==> src/rtl/spot_arbiter.sv <==
// Spotlight arbiter: shares one stage spotlight between touch pads, a cue port and an
// optional auto-sweep sequencer (enabled by defining SPOT_AUTO_SWEEP_EN).
module spot_arbiter #(
  parameter int STEP_CYC  = 4,
  parameter int DWELL_CYC = 8,
  parameter int HOLD_CYC  = 16
) (
  input  logic       i_clk,
  input  logic       i_rst_n,
  input  logic       i_spot_en,
  input  logic       i_auto_en,
  input  logic       i_tl_n,
  input  logic       i_tc_n,
  input  logic       i_tr_n,
  input  logic       i_cue_req,
  input  logic [1:0] i_cue_pos,
  output logic       o_cue_ack,
  output logic [2:0] o_spo,
  output logic       o_moving,
  output logic [1:0] o_src
);

  localparam logic [1:0] POS_L = 2'b00;
  localparam logic [1:0] POS_C = 2'b01;
  localparam logic [1:0] POS_R = 2'b11;
  localparam logic [1:0] SRC_NONE = 2'b00;
  localparam logic [1:0] SRC_MAN  = 2'b01;
  localparam logic [1:0] SRC_CUE  = 2'b10;
  localparam logic [1:0] SRC_AUTO = 2'b11;

  localparam int SW = $clog2(STEP_CYC + 1);
  localparam int HW = $clog2(HOLD_CYC + 1);
  localparam int DW = $clog2(DWELL_CYC + 1);
  localparam logic [SW-1:0] STEP_LAST = SW'(STEP_CYC - 1);
  localparam logic [SW-1:0] STEP_ONE  = SW'(1);
  localparam logic [HW-1:0] HOLD_INIT = HW'(HOLD_CYC);
  localparam logic [HW-1:0] HOLD_ONE  = HW'(1);

  typedef enum logic [1:0] {ST_OFF, ST_IDLE, ST_MOVE} state_t;

  // Path is L-C-R, so any move from an end passes through center
  function automatic logic [1:0] f_step(input logic [1:0] pos, input logic [1:0] tgt);
    if (pos == tgt)        return pos;
    else if (pos == POS_C) return tgt;
    else                   return POS_C;
  endfunction

  function automatic logic [2:0] f_onehot(input logic [1:0] pos);
    case (pos)
      POS_L:   return 3'b100;
      POS_R:   return 3'b001;
      default: return 3'b010;
    endcase
  endfunction

  state_t        r_state, w_state_next;
  logic [1:0]    r_pos, w_pos_next;
  logic [1:0]    r_tgt, w_tgt_next;
  logic [SW-1:0] r_step_cnt, w_step_next;
  logic [HW-1:0] r_hold_cnt, w_hold_next;
  logic [1:0]    r_src, w_src_next;
  logic          r_cue_ack, w_ack_next;
  logic [2:0]    r_spo, w_spo_next;
  logic          r_moving, w_moving_next;

  logic       w_man, w_accept, w_dwell_clr, w_auto_fire, w_auto_req;
  logic [1:0] w_man_tgt, w_cue_tgt, w_auto_tgt, w_req_tgt, w_req_src, w_eff_tgt, w_stepped;

  assign w_man     = ~(i_tl_n & i_tc_n & i_tr_n);
  assign w_man_tgt = !i_tl_n ? POS_L : (!i_tc_n ? POS_C : POS_R);
  assign w_cue_tgt = (i_cue_pos == 2'b10) ? POS_C : i_cue_pos;

  always_comb begin
    w_state_next = r_state;
    w_pos_next   = r_pos;
    w_tgt_next   = r_tgt;
    w_step_next  = r_step_cnt;
    w_hold_next  = r_hold_cnt;
    w_src_next   = r_src;
    w_ack_next   = 1'b0;
    w_dwell_clr  = 1'b0;
    w_auto_fire  = 1'b0;
    w_accept     = 1'b0;
    w_req_tgt    = r_tgt;
    w_req_src    = r_src;
    w_eff_tgt    = r_tgt;
    w_stepped    = r_pos;
    if (!i_spot_en) begin
      w_state_next = ST_OFF;
    end else begin
      case (r_state)
        ST_OFF: begin
          w_state_next = ST_IDLE;
          w_pos_next   = POS_C;
          w_tgt_next   = POS_C;
          w_src_next   = SRC_NONE;
          w_step_next  = '0;
          w_dwell_clr  = 1'b1;
        end
        ST_IDLE: begin
          if (w_man) begin
            w_accept    = 1'b1;
            w_req_tgt   = w_man_tgt;
            w_req_src   = SRC_MAN;
            w_hold_next = HOLD_INIT;
          end else begin
            if (r_hold_cnt != '0) w_hold_next = r_hold_cnt - HOLD_ONE;
            // The ack cycle itself is skipped so a held cue_req is not latched twice
            if (i_cue_req && !r_cue_ack) begin
              w_accept   = 1'b1;
              w_req_tgt  = w_cue_tgt;
              w_req_src  = SRC_CUE;
              w_ack_next = 1'b1;
            end else if (w_auto_req) begin
              w_accept    = 1'b1;
              w_req_tgt   = w_auto_tgt;
              w_req_src   = SRC_AUTO;
              w_auto_fire = 1'b1;
            end
          end
          if (w_accept) begin
            w_dwell_clr = 1'b1;
            w_tgt_next  = w_req_tgt;
            if (w_req_tgt != r_pos) begin
              w_state_next = ST_MOVE;
              w_step_next  = '0;
              w_src_next   = w_req_src;
            end
          end
        end
        ST_MOVE: begin
          if (w_man) begin
            w_tgt_next  = w_man_tgt;
            w_src_next  = SRC_MAN;
            w_hold_next = HOLD_INIT;
            w_dwell_clr = 1'b1;
            w_eff_tgt   = w_man_tgt;
          end
          w_stepped = f_step(r_pos, w_eff_tgt);
          if (w_man && (w_man_tgt == r_pos)) begin
            w_state_next = ST_IDLE;
          end else if (r_step_cnt == STEP_LAST) begin
            w_pos_next  = w_stepped;
            w_step_next = '0;
            if (w_stepped == w_eff_tgt) begin
              w_state_next = ST_IDLE;
              w_dwell_clr  = 1'b1;
            end
          end else begin
            w_step_next = r_step_cnt + STEP_ONE;
          end
        end
        default: w_state_next = ST_OFF;
      endcase
    end
    w_spo_next    = (w_state_next == ST_OFF) ? 3'b000 : f_onehot(w_pos_next);
    w_moving_next = (w_state_next == ST_MOVE);
  end

  always_ff @(posedge i_clk or negedge i_rst_n) begin
    if (!i_rst_n) begin
      r_state    <= ST_OFF;
      r_pos      <= POS_C;
      r_tgt      <= POS_C;
      r_step_cnt <= '0;
      r_hold_cnt <= '0;
      r_src      <= SRC_NONE;
      r_cue_ack  <= 1'b0;
      r_spo      <= 3'b000;
      r_moving   <= 1'b0;
    end else begin
      r_state    <= w_state_next;
      r_pos      <= w_pos_next;
      r_tgt      <= w_tgt_next;
      r_step_cnt <= w_step_next;
      r_hold_cnt <= w_hold_next;
      r_src      <= w_src_next;
      r_cue_ack  <= w_ack_next;
      r_spo      <= w_spo_next;
      r_moving   <= w_moving_next;
    end
  end

`ifdef SPOT_AUTO_SWEEP_EN
  localparam logic [DW-1:0] DWELL_LAST = DW'(DWELL_CYC - 1);
  localparam logic [DW-1:0] DWELL_ONE  = DW'(1);

  logic [DW-1:0] r_dwell_cnt;
  logic          r_dir;  // 1 = rightward

  assign w_auto_req = i_auto_en && (r_hold_cnt == '0) && (r_dwell_cnt == DWELL_LAST);
  assign w_auto_tgt = (r_pos == POS_C) ? (r_dir ? POS_R : POS_L) : POS_C;

  always_ff @(posedge i_clk or negedge i_rst_n) begin
    if (!i_rst_n) begin
      r_dwell_cnt <= '0;
      r_dir       <= 1'b1;
    end else begin
      if (w_dwell_clr)
        r_dwell_cnt <= '0;
      else if (r_state == ST_IDLE && i_spot_en && r_dwell_cnt != DWELL_LAST)
        r_dwell_cnt <= r_dwell_cnt + DWELL_ONE;
      if (w_auto_fire) begin
        if (r_pos == POS_L)      r_dir <= 1'b1;
        else if (r_pos == POS_R) r_dir <= 1'b0;
      end
    end
  end
`else
  logic w_unused_auto;
  assign w_auto_req    = i_auto_en & 1'b0;
  assign w_auto_tgt    = POS_C;
  assign w_unused_auto = w_dwell_clr ^ w_auto_fire;
`endif

  assign o_cue_ack = r_cue_ack;
  assign o_spo     = r_spo;
  assign o_moving  = r_moving;
  assign o_src     = r_src;

endmodule
==> config.mk <==
export PLATFORM = sky130hd
export DESIGN_NAME = spot_arbiter
export DESIGN_NICKNAME = d
export VERILOG_FILES = /design/src/rtl/spot_arbiter.sv
export SDC_FILE = /design/constraint.sdc
export NUM_CORES = 1
export LEC_CHECK = 0
export CAP_MARGIN = 20
export CORE_AREA = 2 2 52 54
export DETAILED_ROUTE_END_ITERATION = 8
export DIE_AREA = 0 0 54 56
export DONT_BUFFER_PORTS = 1
export PLACE_DENSITY = 0.69
export SETUP_SLACK_MARGIN = 0.02
export SYNTH_ARGS = -nofsm -noshare
export SYNTH_HDL_FRONTEND = slang
export SYNTH_SLANG_ARGS = --single-unit
==> constraint.sdc <==
create_clock -name i_clk -period 2.6 [get_ports i_clk]
set_clock_uncertainty 0.15 [all_clocks]
set_input_delay 0.65 -clock i_clk [delete_from_list [all_inputs] [get_ports i_clk]]
set_output_delay 0.65 -clock i_clk [all_outputs]
set_load 0.1 [all_outputs]
==> metrics.txt, run 1 <==
status=complete, no violations; largest net degree at the start of global routing=15; layout cells sized above 1=0.291; Worst Path Buf+Inv=0; Leak Pwr=0.000643 uW; final worst-path cycle share=0.957; GRT Total Usage=0.223; CP Data Required Time=2.63 ns; Synthesis Warnings=0; highest-count cells in the layout ignoring fill and taps=buf_4 (20), dfrtp_1 (13), nand2_1 (11), a21oi_1 (9), inv_1 (9); Overflow after GRT=0; chip height=56 um; final setup fails=0; measured slew at the worst slew-check pin=0.905 ns; RSZ-0062 raised after global routing=true; Post-synth EDFFs=0; Longest Clk Path Bufs=2; Synth Register Bits=16; Reg2Reg Depth=6; first-pass GRT wire length=5000 um; Worst Hold Slack=0.0231 ns; Crit. path cell count=6; post-DP HPWL=2180 um; post-route ant nets=0; final RePlAce weighted congestion=0.919; DRT Wirelength=2890 um; post-synthesis cell type count=48; Crit Path Max Fanout=5; Peak Freq=402 MHz; cells along the critical path=nand2b_1, a211oi_2, nor3_1, or4_4, o32a_4, nor3b_2; DR WL/cell=16.3 um; crit path kind=reg -> reg; Max VDD drop=632 uV; PwrDens=787 mW/mm2; TritonCTS clock tree=done; CTS Buf Count=3; Seq/Total Area, Yosys=0.333; synthesized instance count=129; First-pass DRT Iterations=4; Clock Latency Late Sink=0.30 ns; Worst setup SP type=register; via count of the routed design=1062; Cell Area, Synth=0.00121 mm2; Max Cap Violations=0; Max H-tree Level=1; area delta synth->final=18.4%; Critical Path End=o_moving; Starting Density=0.497; crit end category=register; I/O pins=17; Mapped Avg Cell Area=9.37 um2; vias in the first global route=1083; Hold WC Path Type=in -> async; CTS root buf=clkbuf_4; initial antenna violation count=0; Core Region=0.00243 mm2; most common cell after layout, fill and taps aside=buf_4; # clock sinks=16; family with the most delay on the worst path=simple AND/OR/NAND/NOR gates; async set-reset flop share out of synthesis=1.00; Critical Path Max Stage Delay=0.59 ns; Synth Flop Type=dfrtp_1; Worst path slowest cell=or4_4; reg2reg start=o_cue_ack; r2r setup slk=0.11 ns; final core utilization=0.588; Hold Fails Final Rpt=0; Die X=54 um; minimum clock period=2.49 ns; CP arrival=2.51 ns; nets=166; Critical Path Start=o_cue_ack; # DRC=0; initial DRC count=33; Slew HR=0.397; number of I/O port buffers=0; Max Slew Vio Count=0; CTS clk-pin slew, worst paths=0.10 ns; number of diodes=0; DIE AREA=0.00302 mm2; Post-Syn Nets=146; Reg-to-Reg End=o_moving; vias per cell=5.97; Cell Rows=18
-- how the worst min path moves through the flow --
stage / end / slack [ns] / cells after the start
3_5_place_dp: o_src[0] / 0.20 / 0
4_1_cts: r_tgt[0] / 0.02 / 0
6_report: r_tgt[0] / 0.02 / 0
2_1_floorplan: o_moving / 0.20 / 0
3_3_place_gp: o_src[0] / 0.20 / 0
5_1_grt: r_pos[0] / 0.01 / 0
-- Yosys cell counts, types with 5 or more instances --
cell,instances,area (um2)
a21oi_1,9,45.0
nor2_1,8,30.0
nor2b_1,5,31.3
ha_1,7,87.6
nor3_1,5,25.0
inv_1,9,33.8
nand2_1,11,41.3
dfrtp_1,14,350
-- flip-flops by register name, indices dropped and copies added (netlist names) --
register,count
o_moving,1
o_src,2
r_tgt,2
o_cue_ack,1
r_pos,2
r_state,2
o_spo,3
r_step_cnt,3
-- kinds of logic (layout without fill, tap and decap cells) --
group                      Yosys count  after routing  synth area share
AOI/OAI and AO/OA                   37             37             0.264
xor gates and xnor gates             2              2            0.0145
adders and majority gates            7              7            0.0725
buffers and inverters               15             34            0.0497
DFF                                 16             16             0.333
muxes                                4              4            0.0352
and+or+nand+nor                     48             48             0.231
-- what timing repair did --
action                                 CTS  global route
setup buffers                            0             3
setup endpoints to repair                0             3
hold buffers                             1             0
resized for setup                        0             1
endpoints found under the hold margin   14             0
-- metal layers --
metal / track usage / wire length (um)
met3: 0.0376 / 130
met1: 0.294 / 1240
met2: 0.340 / 1410
met5: 0 / 0
met4: 0.121 / 110
-- power by group --
part           internal (uW)  switching [uW]  leakage [uW]
Combinational            236             375      0.000411
Sequential               295            46.3      0.000211
Clock                   85.5            88.3     0.0000210
-- stage by stage --
step                TNS [ns]  cells  instance area (um2)  worst slack (ns)  total power, uW
floorplan                  0    129                 1220            0.0238              786
global placement     -0.0330    170                 1360           -0.0232              925
detailed placement    -0.235    170                 1360           -0.0849              941
CTS                        0    175                 1400             0.114             1120
global route               0    178                 1430            0.0182             1190
finish                     0    178                 1430             0.112             1130
-- cell type report --
| cell class | instances | area (um2) |
|---|---|---|
| flip-flops and latches | 16 | 407 |
| multi-input cells | 98 | 757 |
| repair buffers | 21 | 160 |
| clock buffers | 4 | 36.3 |
| fillers | 221 | 1000 |
| inverters | 9 | 33.8 |
| well taps | 30 | 37.5 |
Power figures use the tool's default switching activity.
==> run 2: changes to the inputs <==
--- a/config.mk
+++ b/config.mk
@@ -5,10 +5,10 @@
 export SDC_FILE = /design/constraint.sdc
 export NUM_CORES = 1
 export LEC_CHECK = 0
-export CAP_MARGIN = 20
-export CORE_AREA = 2 2 52 54
+export CAP_MARGIN = 25
+export CORE_AREA = 5 5 55 57
 export DETAILED_ROUTE_END_ITERATION = 8
-export DIE_AREA = 0 0 54 56
+export DIE_AREA = 0 0 60 62
 export DONT_BUFFER_PORTS = 1
 export PLACE_DENSITY = 0.69
 export SETUP_SLACK_MARGIN = 0.02
==> run 2 against run 1 <==
- clock power decreased by 5%
- die area increased by 23%
- count of clock-buffer cells in the layout unchanged
- total power decreased by 1.5%
- maximum frequency shrank 0.63%
- core utilization shrank 0.36 points
- largest cell class unchanged
==> metrics.txt, run 2 (synthesized netlist as in run 1, its figures left out) <==
vias in the first global route=1107; Reg-to-Reg End=o_moving; final worst-path cycle share=0.963; placed cell count=170; Filler cells=224; highest-count cells in the layout ignoring fill and taps=buf_4 (19), dfrtp_1 (13), nand2_1 (11), a21oi_1 (9), inv_1 (9); Max H-tree Level=1; Clock power frac=0.148; Placement Setup Slack=-0.0650 ns; Critical Path Max Stage Delay=0.59 ns; Core Region=0.00243 mm2; CP arrival=2.52 ns; Seq. cell area=407 um2; placed cell area=0.00136 mm2; reg2reg start=o_cue_ack; DRT Wirelength=2940 um; Max Cap Violations=0; Worst path slowest cell=or4_4; Leak Pwr=0.000638 uW; Slew HR=0.400; Clock Latency Late Sink=0.28 ns; Starting Density=0.497; final setup fails=0; CTS clk-pin slew, worst paths=0.10 ns; I/O pins=17; area delta synth->final=17.7%; Overflow after GRT=0; r2r setup slk=0.1 ns; TritonCTS clock tree=done; # DRC=0; DR WL/cell=16.6 um; Max Slew Vio Count=0; layout cells sized above 1=0.286; CTS Buf Count=3; initial DRC count=54; measured slew at the worst slew-check pin=0.901 ns; # clock sinks=16; Reg2Reg Depth=6; CP Data Required Time=2.61 ns; nets=165; most common cell after layout, fill and taps aside=buf_4; Cell Rows=18; Comb pwr share=0.546; final RePlAce weighted congestion=0.869; post-route ant nets=0; GRT Total Usage=0.181; number of diodes=0; Die X=60 um; DIE AREA=0.00372 mm2; Longest Clk Path Bufs=2; Net Sw Power=495 uW; largest net degree at the start of global routing=15; initial antenna violation count=0; number of I/O port buffers=0; crit path kind=reg -> reg; RSZ-0062 raised after global routing=false; Crit Path Max Fanout=5; CTS root buf=clkbuf_4; status=complete, no violations; chip height=62 um; Worst Path Buf+Inv=0; Hold WC Path Type=in -> async; Worst setup SP type=register; Hold Fails Final Rpt=0; PwrDens=781 mW/mm2; family with the most delay on the worst path=simple AND/OR/NAND/NOR gates; vias per cell=5.98; via count of the routed design=1058; cells along the critical path=nand2b_1, a211oi_2, nor3_1, or4_4, o32a_4, nor3b_2; post-DP HPWL=2310 um; Max VDD drop=478 uV; fin cells=177; first-pass GRT wire length=5000 um; Power Total=1110 uW; crit end category=register; PnR worst setup slack=0.0966 ns; Peak Freq=399 MHz; final core utilization=0.585; Cell Int Power=615 uW; minimum clock period=2.50 ns; Reg power frac=0.306; First-pass DRT Iterations=4; Switching Share=0.446; Design Area, Final=0.00142 mm2; area of the multi-input gates=756 um2
[run 2: cell types whose count changed in the layout (fill, tap and decap cells not counted), sizes merged]
cell and delta:
buf -1
[run 2: per-stage QoR]
step | hold slack [ns] | setup TNS, ns
final | 0.0433 | 0
after global routing | 0.0143 | 0
after CTS | 0.0371 | 0
after detailed placement | 0.205 | -0.200
after global placement | 0.205 | -0.0328
after floorplan | 0.204 | 0
[run 2: metal layers]
metal / track usage / part of all wire / up-vias
met5: 0 / 0 / -
met4: 0.0823 / 0.031 / 0
met3: 0.0269 / 0.035 / 8
met2: 0.313 / 0.50 / 30
met1: 0.222 / 0.43 / 510
li1: - / - / 510
[run 2: worst max-delay path by stage]
stage	startpoint	end	cells after the start
after floorplan	i_tl_n	o_spo[1]	10
after global placement	i_cue_pos[0]	o_moving	6
after detailed placement	i_cue_pos[0]	o_src[1]	6
after CTS	o_cue_ack	o_moving	6
after global routing	r_pos[0]	o_spo[1]	9
final	o_cue_ack	o_moving	6
[run 2: repair_timing]
item / in CTS / in global routing
endpoints found under the hold margin: 14 / 0
setup buffers: 0 / 2
resized for setup: 0 / 1
setup endpoints to repair: 0 / 1
hold buffers: 1 / 0
[run 2: area by class of cell]
class / count / area share
Multi-Input combinational cell: 98 / 0.531
Sequential cell: 16 / 0.286
Timing Repair Buffer: 20 / 0.107
Tap cell: 30 / 0.0264
Clock buffer: 4 / 0.0255
Inverter: 9 / 0.0237
[run 2: power by group through the flow]
| stage | clock (uW) | sequential, uW | combinational (uW) |
|---|---|---|---|
| 6_report | 165 | 339 | 606 |
| 5_1_grt | 187 | 345 | 654 |
| 4_1_cts | 168 | 339 | 606 |
| 3_5_place_dp | 0 | 344 | 597 |
| 3_3_place_gp | 0 | 343 | 582 |
| 2_1_floorplan | 0 | 460 | 326 |
==> run 3: changes to the inputs <==
--- a/config.mk
+++ b/config.mk
@@ -5,7 +5,7 @@
 export SDC_FILE = /design/constraint.sdc
 export NUM_CORES = 1
 export LEC_CHECK = 0
-export CAP_MARGIN = 25
+export CAP_MARGIN = 10
 export CORE_AREA = 5 5 55 57
 export DETAILED_ROUTE_END_ITERATION = 8
 export DIE_AREA = 0 0 60 62
==> results of run 3 <==
Same layout as run 2: the final DEF is identical, and so are final timing and power.
